--- config.mk ---
export PLATFORM = sky130hd
export DESIGN_NAME = if_id_skid_stage_flat
export DESIGN_NICKNAME = d
export VERILOG_FILES = /design/src/rtl/if_id_skid_stage_pkg.sv /design/src/rtl/if_id_skid_stage_if.sv /design/src/rtl/if_id_skid_stage_sat_counter.sv /design/src/rtl/if_id_skid_stage.sv /design/src/flat_wrapper.sv
export SDC_FILE = /design/constraint.sdc
export NUM_CORES = 1
export LEC_CHECK = 0
export CORE_ASPECT_RATIO = 0.5
export CORE_UTILIZATION = 45
export CTS_CLUSTER_DIAMETER = 100
export DETAILED_ROUTE_END_ITERATION = 16
export PLACE_DENSITY = 0.78
export SKIP_CTS_REPAIR_TIMING = 1
export SLEW_MARGIN = 20
export SYNTH_ARGS = -nofsm -noshare
export SYNTH_HDL_FRONTEND = slang
export SYNTH_SLANG_ARGS = --single-unit
--- constraint.sdc ---
create_clock -name clk -period 2.08 [get_ports clk]
set_clock_uncertainty 0.2 [all_clocks]
set_input_delay 0.416 -clock clk [delete_from_list [all_inputs] [get_ports clk]]
set_output_delay 0.416 -clock clk [all_outputs]
set_load 0.01 [all_outputs]
--- src/rtl/if_id_skid_stage_pkg.sv ---
// Shared types and constants for the IF/ID skid stage.
package if_id_pkg;

    typedef enum logic [1:0] {
        EMPTY = 2'd0,
        FULL  = 2'd1,
        SKID  = 2'd2
    } state_e;

    localparam logic [31:0] NOP_INSTR_DEF = 32'h0000_0013;

endpackage

--- src/rtl/if_id_skid_stage_if.sv ---
// Fetch-to-decode handshake bundle carried through the IF/ID stage.
interface if_id_skid_stage_if #(
    parameter int unsigned XLEN = 32,
    parameter int unsigned ILEN = 32
);
    logic            in_valid;
    logic            in_ready;
    logic [XLEN-1:0] in_pc;
    logic [ILEN-1:0] in_ir;
    logic            out_valid;
    logic [XLEN-1:0] out_pc;
    logic [ILEN-1:0] out_ir;

    modport master (
        output in_valid, in_pc, in_ir,
        input  in_ready, out_valid, out_pc, out_ir
    );

    modport slave (
        input  in_valid, in_pc, in_ir,
        output in_ready, out_valid, out_pc, out_ir
    );
endinterface

--- src/rtl/if_id_skid_stage_sat_counter.sv ---
// Saturating event counter with synchronous active-low reset.
module sat_counter #(
    parameter int unsigned W = 16
) (
    input  logic         clk,
    input  logic         rst,
    input  logic         inc,
    output logic [W-1:0] cnt
);
    logic [W-1:0] cnt_q;
    logic [W-1:0] cnt_d;

    always_comb begin
        cnt_d = cnt_q;
        if (inc && (cnt_q != '1)) begin
            cnt_d = cnt_q + 1'b1;
        end
    end

    always_ff @(posedge clk) begin
        if (!rst) begin
            cnt_q <= '0;
        end else begin
            cnt_q <= cnt_d;
        end
    end

    assign cnt = cnt_q;
endmodule

--- src/rtl/if_id_skid_stage.sv ---
// IF/ID pipeline register with valid/ready toward fetch, a one-entry skid
// buffer behind the main entry, and saturating stall/flush counters.
module if_id_skid_stage
    import if_id_pkg::*;
#(
    parameter int unsigned     XLEN      = 32,
    parameter int unsigned     ILEN      = 32,
    parameter logic [ILEN-1:0] NOP_INSTR = ILEN'(NOP_INSTR_DEF),
    parameter logic [XLEN-1:0] PC_RESET  = '0,
    parameter int unsigned     CNT_W     = 16
) (
    input  logic               clk,
    input  logic               rst,
    input  logic               en,
    input  logic               stall,
    input  logic               flush,
    if_id_skid_stage_if.slave  bus,
    output logic [CNT_W-1:0]   stall_cnt,
    output logic [CNT_W-1:0]   flush_cnt
);
    state_e          state_q, state_d;
    logic [XLEN-1:0] main_pc_q, main_pc_d;
    logic [ILEN-1:0] main_ir_q, main_ir_d;
    logic [XLEN-1:0] s_pc_q, s_pc_d;
    logic [ILEN-1:0] s_ir_q, s_ir_d;
    logic            in_ready_q, in_ready_d;

    logic out_valid;
    logic s_valid;
    logic fire_in;
    logic cons;
    logic stall_inc;
    logic flush_inc;

    assign out_valid = (state_q != EMPTY);
    assign s_valid   = (state_q == SKID);
    assign fire_in   = en & bus.in_valid & in_ready_q;
    assign cons      = en & ~stall;

    always_comb begin
        state_d   = state_q;
        main_pc_d = main_pc_q;
        main_ir_d = main_ir_q;
        s_pc_d    = s_pc_q;
        s_ir_d    = s_ir_q;

        if (flush) begin
            state_d   = EMPTY;
            main_pc_d = PC_RESET;
            main_ir_d = NOP_INSTR;
            s_pc_d    = PC_RESET;
            s_ir_d    = NOP_INSTR;
        end else if (en) begin
            unique case (state_q)
                EMPTY: begin
                    if (fire_in) begin
                        state_d   = FULL;
                        main_pc_d = bus.in_pc;
                        main_ir_d = bus.in_ir;
                    end
                end
                FULL: begin
                    if (cons && fire_in) begin
                        main_pc_d = bus.in_pc;
                        main_ir_d = bus.in_ir;
                    end else if (cons) begin
                        state_d   = EMPTY;
                        main_pc_d = PC_RESET;
                        main_ir_d = NOP_INSTR;
                    end else if (fire_in) begin
                        state_d = SKID;
                        s_pc_d  = bus.in_pc;
                        s_ir_d  = bus.in_ir;
                    end
                end
                SKID: begin
                    // in_ready is low here, so no new input can arrive
                    if (cons) begin
                        state_d   = FULL;
                        main_pc_d = s_pc_q;
                        main_ir_d = s_ir_q;
                        s_pc_d    = PC_RESET;
                        s_ir_d    = NOP_INSTR;
                    end
                end
                default: state_d = EMPTY;
            endcase
        end

        in_ready_d = (state_d != SKID);
    end

    always_ff @(posedge clk) begin
        if (!rst) begin
            state_q    <= EMPTY;
            main_pc_q  <= PC_RESET;
            main_ir_q  <= NOP_INSTR;
            s_pc_q     <= PC_RESET;
            s_ir_q     <= NOP_INSTR;
            in_ready_q <= 1'b1;
        end else begin
            state_q    <= state_d;
            main_pc_q  <= main_pc_d;
            main_ir_q  <= main_ir_d;
            s_pc_q     <= s_pc_d;
            s_ir_q     <= s_ir_d;
            in_ready_q <= in_ready_d;
        end
    end

    assign stall_inc = en & stall & out_valid;
    assign flush_inc = flush & (out_valid | s_valid | (bus.in_valid & in_ready_q));

    sat_counter #(.W(CNT_W)) u_stall_cnt (
        .clk (clk),
        .rst (rst),
        .inc (stall_inc),
        .cnt (stall_cnt)
    );

    sat_counter #(.W(CNT_W)) u_flush_cnt (
        .clk (clk),
        .rst (rst),
        .inc (flush_inc),
        .cnt (flush_cnt)
    );

    assign bus.in_ready  = in_ready_q;
    assign bus.out_valid = out_valid;
    assign bus.out_pc    = main_pc_q;
    assign bus.out_ir    = main_ir_q;
endmodule

--- src/flat_wrapper.sv ---
// flat-port wrapper written by rule: the top's interface ports become plain ports
module if_id_skid_stage_flat import if_id_pkg::*;
#(
    parameter int unsigned     XLEN      = 32,
    parameter int unsigned     ILEN      = 32,
    parameter logic [ILEN-1:0] NOP_INSTR = ILEN'(NOP_INSTR_DEF),
    parameter logic [XLEN-1:0] PC_RESET  = '0,
    parameter int unsigned     CNT_W     = 16
)
  (clk, rst, en, stall, flush, stall_cnt, flush_cnt, bus_in_valid, bus_in_pc, bus_in_ir, bus_in_ready, bus_out_valid, bus_out_pc, bus_out_ir);
  if_id_skid_stage_if #(.XLEN(XLEN), .ILEN(ILEN)) bus_i ();
  input  logic clk;
  input  logic rst;
  input  logic en;
  input  logic stall;
  input  logic flush;
  output logic [CNT_W-1:0] stall_cnt;
  output logic [CNT_W-1:0] flush_cnt;
  input wire logic [$bits(bus_i.in_valid)-1:0] bus_in_valid;
  input wire logic [$bits(bus_i.in_pc)-1:0] bus_in_pc;
  input wire logic [$bits(bus_i.in_ir)-1:0] bus_in_ir;
  output wire logic [$bits(bus_i.in_ready)-1:0] bus_in_ready;
  output wire logic [$bits(bus_i.out_valid)-1:0] bus_out_valid;
  output wire logic [$bits(bus_i.out_pc)-1:0] bus_out_pc;
  output wire logic [$bits(bus_i.out_ir)-1:0] bus_out_ir;
  assign bus_i.in_valid = bus_in_valid;
  assign bus_i.in_pc = bus_in_pc;
  assign bus_i.in_ir = bus_in_ir;
  assign bus_in_ready = bus_i.in_ready;
  assign bus_out_valid = bus_i.out_valid;
  assign bus_out_pc = bus_i.out_pc;
  assign bus_out_ir = bus_i.out_ir;
  if_id_skid_stage #(.XLEN(XLEN), .ILEN(ILEN), .NOP_INSTR(NOP_INSTR), .PC_RESET(PC_RESET), .CNT_W(CNT_W)) u_core (.clk(clk), .rst(rst), .en(en), .stall(stall), .flush(flush), .bus(bus_i), .stall_cnt(stall_cnt), .flush_cnt(flush_cnt));
endmodule
==> flow_summary.json <==
{
  "status": "finished with violations",
  "violations": "setup timing",
  "cts_tree": "done",
  "fp.dieArea_mm2": 0.0160,
  "cts-htree-levels": 4,
  "period_share": 1.01,
  "vdd_drop_max_mv": 0.594,
  "clockPowerShare": 0.442,
  "diodes": 0,
  "avgSynthCellArea_um2": 8.56,
  "yosysMostFrequentCell": "dfxtp_1",
  "area_delta_synth_final_pct": 49.4,
  "cts_buffers": 17,
  "worstMarginPinSlew_ps": 550,
  "io_pins": 168,
  "antenna_found_initial": 0,
  "synth_seq_cells": 163,
  "synth_nets": 892,
  "clock_path_buffers": 2,
  "synth_top_area_cell": "dfxtp_1",
  "leakagePower_uw": 0.00382,
  "path_cells": "clkdlybuf4s50_1, nand2b_1, buf_4, o31ai_4, buf_12, buf_12, a221oi_1, nor2_1",
  "swShare": 0.246,
  "clk_pin_slew_ps": 70,
  "die_w_um": 178,
  "grt_max_degree": 68,
  "hpwl_um": 12500,
  "worstPathRequired_ps": 2230,
  "synth_flop_cell": "dfxtp_1",
  "grt.total_usage": 0.243,
  "slowest_delay_ps": 560,
  "hold_viol_final": 0,
  "cp_num_buf_inv": 4,
  "vias": 6999,
  "fillers": 1076,
  "worstSetupEndpointType": "flip-flop",
  "grt_pass1_vias": 6549,
  "critPathKind": "in2reg",
  "fp.dieH_um": 90.1,
  "cap_violations": 0,
  "synth-edff-count": 0,
  "drt-total-wl_um": 21700,
  "gp_congestion": 0.888,
  "grt_pass1_wl_um": 31800,
  "synth_warnings": 0,
  "fmax_mhz": 476,
  "avgViaCountPerCell": 5.80,
  "maxSlewViolCount": 0,
  "final_core_util": 0.704,
  "layout-drive-gt1-share": 0.196,
  "drt_iter0_drc": 596,
  "path_delay_family": "buffers and inverters",
  "synth_area_mm2": 0.00698,
  "setup_viol": 7,
  "drt-pass1-iter-count": 5,
  "power.density_mw_per_mm2": 686,
  "coreArea_mm2": 0.0148,
  "ant_nets": 0,
  "layout_min_cycle_time_ps": 2100,
  "pwr-share-comb": 0.109,
  "p_int_uw": 5400,
  "drc": 0,
  "setup_slack_ps": -21.9,
  "routedWlPerCell_um": 18.0,
  "yosysTopAreaCellShare": 0.468,
  "max_slew_margin": 0.633,
  "crit_path_start_kind": "input pin",
  "syn_inst": 815,
  "synth_cell_type_count": 51,
  "insertion_delay_ps": 410,
  "netlist_top_cells_area": "dfxtp_1 (47%), nor2_1 (8.1%), a221oi_1 (7.8%), nor3b_1 (6.7%), a21oi_1 (5.4%)",
  "overflow": 0,
  "synthArstFlopShare": 0,
  "cp.arrival_ps": 2250,
  "p_seq_frac": 0.450,
  "clock-sinks": 163,
  "path_max_fanout": 30,
  "min_path_type": "reg2reg",
  "synthTopCellsByCount": "dfxtp_1 (163), nor2_1 (150), a21oi_1 (75), o21ai_1 (66)",
  "fin_nets": 1073,
  "ys_seq_area_frac": 0.468,
  "cp_common_cell": "buf_12",
  "power_switching_uw": 1760,
  "hold_ws_ps": 295,
  "row_count": 31,
  "cts_root_buf": "clkbuf_16",
  "portBuffers": 167,
  "initial_core_util": 0.471,
  "cp_slowest_cell": "clkdlybuf4s50_1"
}
-- registers in the layout (all words and copies together) (netlist names) --
signal,count
u_core.bus.out_pc,32
u_core.s_pc_q,32
u_core.bus.in_ready,1
u_core.state_q,2
u_core.u_flush_cnt.cnt,16
u_core.bus.out_ir,32
u_core.s_ir_q,32
u_core.u_stall_cnt.cnt,16
-- cells by family after synthesis --
group,share of synthesized area
xor+xnor,0.0213
buf+inv,0.0473
simple gates,0.234
flops,0.468
fa+ha+maj,0.0125
compound gates,0.210
mux,0.00717
-- cell type report --
type | instances | area [µm²] | area share
repair buffers | 228 | 2430 | 0.233
clock buffers | 18 | 439 | 0.0421
well taps | 198 | 248 | 0.0238
multi-input cells | 572 | 3830 | 0.367
flip-flops and latches | 163 | 3280 | 0.315
clock inverters | 13 | 149 | 0.0143
inverters | 14 | 52.6 | 0.00504
-- per-stage QoR --
stage	setup WS [ps]	instance area (µm²)	power, µW	TNS [ps]	cells
2_1_floorplan	85.7	6980	3580	0	815
6_report	-21.9	10400	7160	-42.3	1206
4_1_cts	-364	9760	7120	-2220	1194
3_3_place_gp	-451	9170	3960	-36560	1163
5_1_grt	-60.1	10400	7410	-1510	1206
3_5_place_dp	-390	9170	3970	-43730	1163
-- layout by cell type, fill, tap and decap left out, types with 24 or more instances in the layout --
cell type / instances
a21oi_1: 50
a21oi_2: 24
a221oi_1: 35
a221oi_2: 27
buf_4: 36
clkdlybuf4s50_1: 162
dfxtp_1: 149
nor2_1: 149
nor3b_1: 52
o21ai_1: 67
-- worst min-delay path: cells and delay by family (launching register included) --
family | cells | cell delay (ps)
AO/OA/AOI/OAI | 1 | 60
AND/OR/NAND/NOR | 1 | 70
flip-flops | 1 | 330
-- power groups by stage --
stage          Clock [µW]  Combinational (µW)  Sequential (µW)
6_report             3160                 777             3220
5_1_grt              3360                 823             3220
4_1_cts              3220                 687             3220
3_5_place_dp            0                 682             3290
3_3_place_gp            0                 673             3290
2_1_floorplan           0                 272             3300
-- path summary, 6_finish.rpt --
path                           from               endpoint  slack, ps  cells after the start
setup / recovery                 en  u_core.bus.out_pc[24]        -20                      8
hold / removal    u_core.s_ir_q[14]      u_core.s_ir_q[14]        300                      2
setup reg to reg  u_core.state_q[1]  u_core.bus.out_pc[23]         50                      8
hold reg to reg   u_core.s_ir_q[14]      u_core.s_ir_q[14]        300                      2
-- metal layers --
metal,vias up,share of wire,track usage
li1,3305,-,-
met1,3406,0.45,0.315
met2,255,0.48,0.402
met3,33,0.061,0.0431
met4,0,0.016,0.0897
met5,-,0,0
(Power assumes the default switching activity.)
==> variant 1 (config.mk and constraints unchanged) <==
The 3 states of `state_e` get a one-hot encoding in 3 bits.
--- a/src/rtl/if_id_skid_stage_pkg.sv
+++ b/src/rtl/if_id_skid_stage_pkg.sv
@@ -2,8 +2,8 @@
 package if_id_pkg;
 
-    typedef enum logic [1:0] {
-        EMPTY = 2'd0,
-        FULL  = 2'd1,
-        SKID  = 2'd2
+    typedef enum logic [2:0] {
+        EMPTY = 3'b001,
+        FULL  = 3'b010,
+        SKID  = 3'b100
     } state_e;
 
Check against the original RTL: no difference found for any inputs over 4 cycles, from zero or initial values and one cycle with rst low; so few cycles prove little.
==> variant 1 against the unedited design <==
Cell count rose by 12%. Clock power rose by 4%. Worst setup slack improved by 0.024 ns. Area after synthesis rose by 9.2%. Sequential cell count rose by 1. Design area rose by 6.6%. Routed wire length rose by 16%. Power rose by 1.8%. Critical path type is now register to register. Largest power group is now clock.
==> variant 1: results (changes against the unedited design) <==
| Metric | Value |
|---|---|
| Count of cell types in the netlist | `57 (+12%)` |
| Maximum ir drop on the vdd rail | `0.594 mV (about the same)` |
| All-layer global routing usage | `27.0% (+2.7 points)` |
| Final wirelength | `25,300 um (+16%)` |
| Router iterations before antenna repair | `5 (unchanged)` |
| Critical-path top delay cell | `a211oi_4` |
| Worst skew pair latency | `0.43 ns (+0.02 ns)` |
| Number of cells in the finished layout apart from fillers | `1,347 (+12%)` |
| Placed insts | `1,298 (+12%)` |
| Synthesized netlist cell count | `910 (+12%)` |
| Syn Nets | `982 (+10%)` |
| Critical-path maximum fanout | `15 (-50%)` |
| Slew at the pin with the worst max-slew slack | `0.606 ns (+0.0554 ns)` |
| Wire length of the first global-routing pass | `37,700 um (+19%)` |
| Maximum single-stage delay on the critical path | `0.39 ns (-0.17 ns)` |
| DRC violation total after the first TritonRoute iteration | `679 (+14%)` |
| Share of post-route cells with drive strength above 1 | `15.1% (-4.6 points)` |
| Leak | `0.00448 uW (+17%)` |
| Crit path max-delay family | `compound AO/OA/AOI/OAI gates` |
| Maximum number of pins on one net before global-route repair | `64 (-5.9%)` |
| Vias per cell | `6.06 (+4.4%)` |
| Sum of negative setup slack | `0 ns (+0.0423 ns)` |
| Leading post-synthesis cells by instance count | `164 x dfxtp_1, 144 x a21oi_1, 84 x nand2_1` |
| Share of the yosys chip area belonging to registers | `43.1% (-3.7 points)` |
| Placed standard-cell area | `0.0101 mm^2 (+10%)` |
| Half-perimeter wire length after placement | `15,400 um (+23%)` |
| Final weighted congestion in routability-driven placement | `0.903 (+1.8%)` |
| Net count, final | `1,179 (+9.9%)` |
| HP Class | `register to register` |
| Fillers | `1,270 (+18%)` |
| Outcome | `completed` |
| Top cells by area, synth | `dfxtp_1 43%, a21oi_1 9.5%, a2bb2oi_1 7.0%` |
| Async S/R FF share, synth | `0% (unchanged)` |
| Number of global-route vias before repair | `7,529 (+15%)` |
| H-tree lvl count | `4 (unchanged)` |
-- variant 1: changes by cell type in the layout (fill, tap and decap cells not counted), sizes merged, moves of 13 or more --
cell / unedited run / this run
nor2: 150 / 9
a21oi: 75 / 144
o31ai: 3 / 70
a221oi: 63 / 0
a2bb2oi: 0 / 61
or3: 4 / 65
nand2: 24 / 84
nor3b: 62 / 2
buf: 56 / 94
xnor2: 13 / 0
-- variant 1: layout make-up --
class,instances,area [um^2],share of cell area [%]
Clock buffer,17,425,3.83
Clock inverter,15,183,1.64
Inverter,10,37.5,0.338
Multi-Input combinational cell,646,4040,36.4
Sequential cell,164,3300,29.7
Tap cell,227,284,2.55
Timing Repair Buffer,268,2850,25.6
-- variant 1: layer usage --
metal | part of all wire (%) | vias to the layer above | GRT usage [%]
met4 | 1.7 | 0 | 7.51
met3 | 7.0 | 37 | 5.08
met2 | 47 | 370 | 46.2
met1 | 44 | 3943 | 34.9
li1 | - | 3813 | -
met5 | 0 | - | 0
-- variant 1: worst paths after layout --
check                    startpoint                     to  slack [ns]  depth (start not counted)
hold / removal    u_core.s_pc_q[11]      u_core.s_pc_q[11]        0.28                          2
setup / recovery  u_core.state_q[2]  u_core.bus.out_pc[15]       0.002                          7
setup reg to reg  u_core.state_q[2]  u_core.bus.out_pc[15]       0.002                          7
hold reg to reg   u_core.s_pc_q[11]      u_core.s_pc_q[11]        0.28                          2
-- variant 1: power breakdown --
| part | internal [uW] | switching [uW] |
|---|---|---|
| clock | 1830 | 1460 |
| combinational | 412 | 371 |
| sequential | 3190 | 31.0 |
-- variant 1: cells by family (layout without fill, tap and decap cells) --
family	count (synthesis)	after routing	share of synthesized area, %
and+or+nand+nor	256	256	18.3
DFF	164	164	43.1
buffers and inverters	101	310	5.35
adders and majority gates	2	2	0.328
muxes	12	12	1.58
AOI/OAI and AO/OA	375	376	31.4
-- variant 1: through the flow --
stage	utilization [%]	setup slack, ns
global placement	61.4	-0.404
finish	67.5	0.00244
global route	67.5	-0.0767
CTS	65.1	-0.502
floorplan	-	-0.00349
detailed placement	61.4	-0.445
-- variant 1: tightest hold or removal path, delay by kind of cell, from the launching register on --
| kind | cells | cell delay (ns) |
|---|---|---|
| flops | 1 | 0.31 |
| compound gates | 2 | 0.13 |
==> variant 2 (same settings) <==
Made on the original files. `XLEN` is set to 32 in 3 places; all go to 28.
--- a/src/rtl/if_id_skid_stage_if.sv
+++ b/src/rtl/if_id_skid_stage_if.sv
@@ -1,5 +1,5 @@
 // Fetch-to-decode handshake bundle carried through the IF/ID stage.
 interface if_id_skid_stage_if #(
-    parameter int unsigned XLEN = 32,
+    parameter int unsigned XLEN = 28,
     parameter int unsigned ILEN = 32
 );
--- a/src/rtl/if_id_skid_stage.sv
+++ b/src/rtl/if_id_skid_stage.sv
@@ -4,5 +4,5 @@
     import if_id_pkg::*;
 #(
-    parameter int unsigned     XLEN      = 32,
+    parameter int unsigned     XLEN      = 28,
     parameter int unsigned     ILEN      = 32,
     parameter logic [ILEN-1:0] NOP_INSTR = ILEN'(NOP_INSTR_DEF),
--- a/src/flat_wrapper.sv
+++ b/src/flat_wrapper.sv
@@ -2,5 +2,5 @@
 module if_id_skid_stage_flat import if_id_pkg::*;
 #(
-    parameter int unsigned     XLEN      = 32,
+    parameter int unsigned     XLEN      = 28,
     parameter int unsigned     ILEN      = 32,
     parameter logic [ILEN-1:0] NOP_INSTR = ILEN'(NOP_INSTR_DEF),
Ports: changed (resized bus_in_pc and bus_out_pc); port bits go from 168 to 160. The function was not compared with the original's and may differ.
==> variant 2 against the unedited design <==
Non-clock buffer count increased by 22. Highest routed layer unchanged. Worst setup slack got worse by 0.18 ns. Worst hold slack got worse by 0.042 ns. Routed wire length increased by 5.6%. Register-to-register slack got worse by 0.26 ns. Power decreased by 1.0%. Area after synthesis decreased by 5.7%. Sequential cell count decreased by 8. Global-route usage increased by 1.4 points. Design area decreased by 0.84%. Core utilization increased by 3.9 points. The run still ends with negative setup slack left.
==> variant 2: results (changes against the unedited design) <==
| Metric | Value |
|---|---|
| Number of cells traversed by the worst register-to-register path | `7 (-1)` |
| Half-perimeter wire length after placement | `12,700 um (+1.6%)` |
| Setup ws final | `-0.207 ns (-0.185 ns)` |
| Violations in the final reports | `negative setup slack` |
| Wire length of the first global-routing pass | `31,500 um (-0.91%)` |
| Outcome | `complete, but fails checks` |
| Number of global-route vias before repair | `6,517 (-0.49%)` |
| Crit path launch | `u_core.state_q[1]` |
| Worst-case hold path end point | `u_core.s_ir_q[30]` |
| Wire length the detailed router placed on met1 | `9600 um (-0.98%)` |
| Seq power | `3060 uW (-5%)` |
| Seq pwr share | `43.3% (-1.7 points)` |
| Leak | `0.00382 uW (about the same)` |
| Met2 wire len | `11,000 um (+5.8%)` |
| Internal power | `5200 uW (-3.6%)` |
| Worst hold path startpoint | `u_core.s_ir_q[30]` |
| Count of input and output buffers | `159 (-4.8%)` |
| Top cells by area, synth | `dfxtp_1 47%, a221oi_1 8.1%, o21ai_0 5.6%` |
| Leading post-synthesis cells by instance count | `155 x dfxtp_1, 88 x nand2_1, 73 x o21ai_0` |
| Final count of negative-setup-slack endpoints | `57 (+50)` |
| Critical-path top delay cell | `a2111o_2` |
| Share of the yosys chip area belonging to registers | `47.1% (+0.38 points)` |
| DRC violation total after the first TritonRoute iteration | `618 (+3.7%)` |
| Maximum ir drop on the vdd rail | `0.668 mV (+12%)` |
| Share of post-route cells with drive strength above 1 | `23.7% (+4.0 points)` |
| Endpoint arrival time on the critical path | `2.38 ns (+0.13 ns)` |
| Detailed-route wire length per cell | `19.2 um (+6.8%)` |
| Synthesized netlist cell count | `785 (-3.7%)` |
| Syn Nets | `858 (-3.8%)` |
| All-layer global routing usage | `25.7% (+1.4 points)` |
| Count of cell types in the netlist | `50 (-2.0%)` |
| Vias per cell | `6.03 (+3.9%)` |
| Maximum single-stage delay on the critical path | `0.50 ns (-0.06 ns)` |
## variant 2: cell count changes after synthesis, sizes merged, moves of 6 or more
cell / before / now
nand2: 24 / 88
nand3: 18 / 69
clkbuf: 42 / 60
buf: 24 / 6
nor3: 13 / 6
nor3b: 62 / 2
dfxtp: 163 / 155
nor2: 150 / 64
xnor2: 13 / 0
mux2i: 5 / 11
## variant 2: layout make-up
class | count | area [um^2]
sequential | 155 | 3120
timing repair buffer | 250 | 2650
multi-input combinational | 554 | 3690
clock inverter | 14 | 164
tap | 192 | 240
inverter | 10 | 37.5
fill | 957 | 3580
clock buffer | 18 | 439
## variant 2: critical path, delay by kind of cell (launching register included)
kind	cells	cell delay (ns)
AO/OA/AOI/OAI	3	1.04
buffers and inverters	2	0.33
flip-flops	1	0.32
adder cells (fa/ha/maj)	1	0.16
AND/OR/NAND/NOR	1	0.11
## variant 2: metrics by stage
step           TNS, ns  util (%)  instance area (um^2)  hold slack [ns]
6_report         -3.39      74.3                 10300            0.254
5_1_grt          -9.83      74.3                 10300            0.270
4_1_cts          -5.64      67.6                  9420            0.253
3_5_place_dp    -44.82      63.3                  8820            0.243
3_3_place_gp    -37.10      63.3                  8820            0.238
2_1_floorplan        0         -                  6600            0.232
## variant 2: kinds of logic after synthesis
logic type | count (synthesis) | share of synthesized area, %
AND/OR/NAND/NOR | 292 | 21.3
multiplexers | 11 | 1.67
AO/OA/AOI/OAI | 244 | 24.1
buffers and inverters | 76 | 4.47
flip-flops | 155 | 47.1
adder cells (fa/ha/maj) | 7 | 1.33
## variant 2: routing by layer
layer / GRT usage (%) / up-vias
met5: 0 / -
met4: 12.1 / 0
met2: 43.0 / 355
met3: 4.19 / 79
li1: - / 3316
met1: 33.2 / 3447
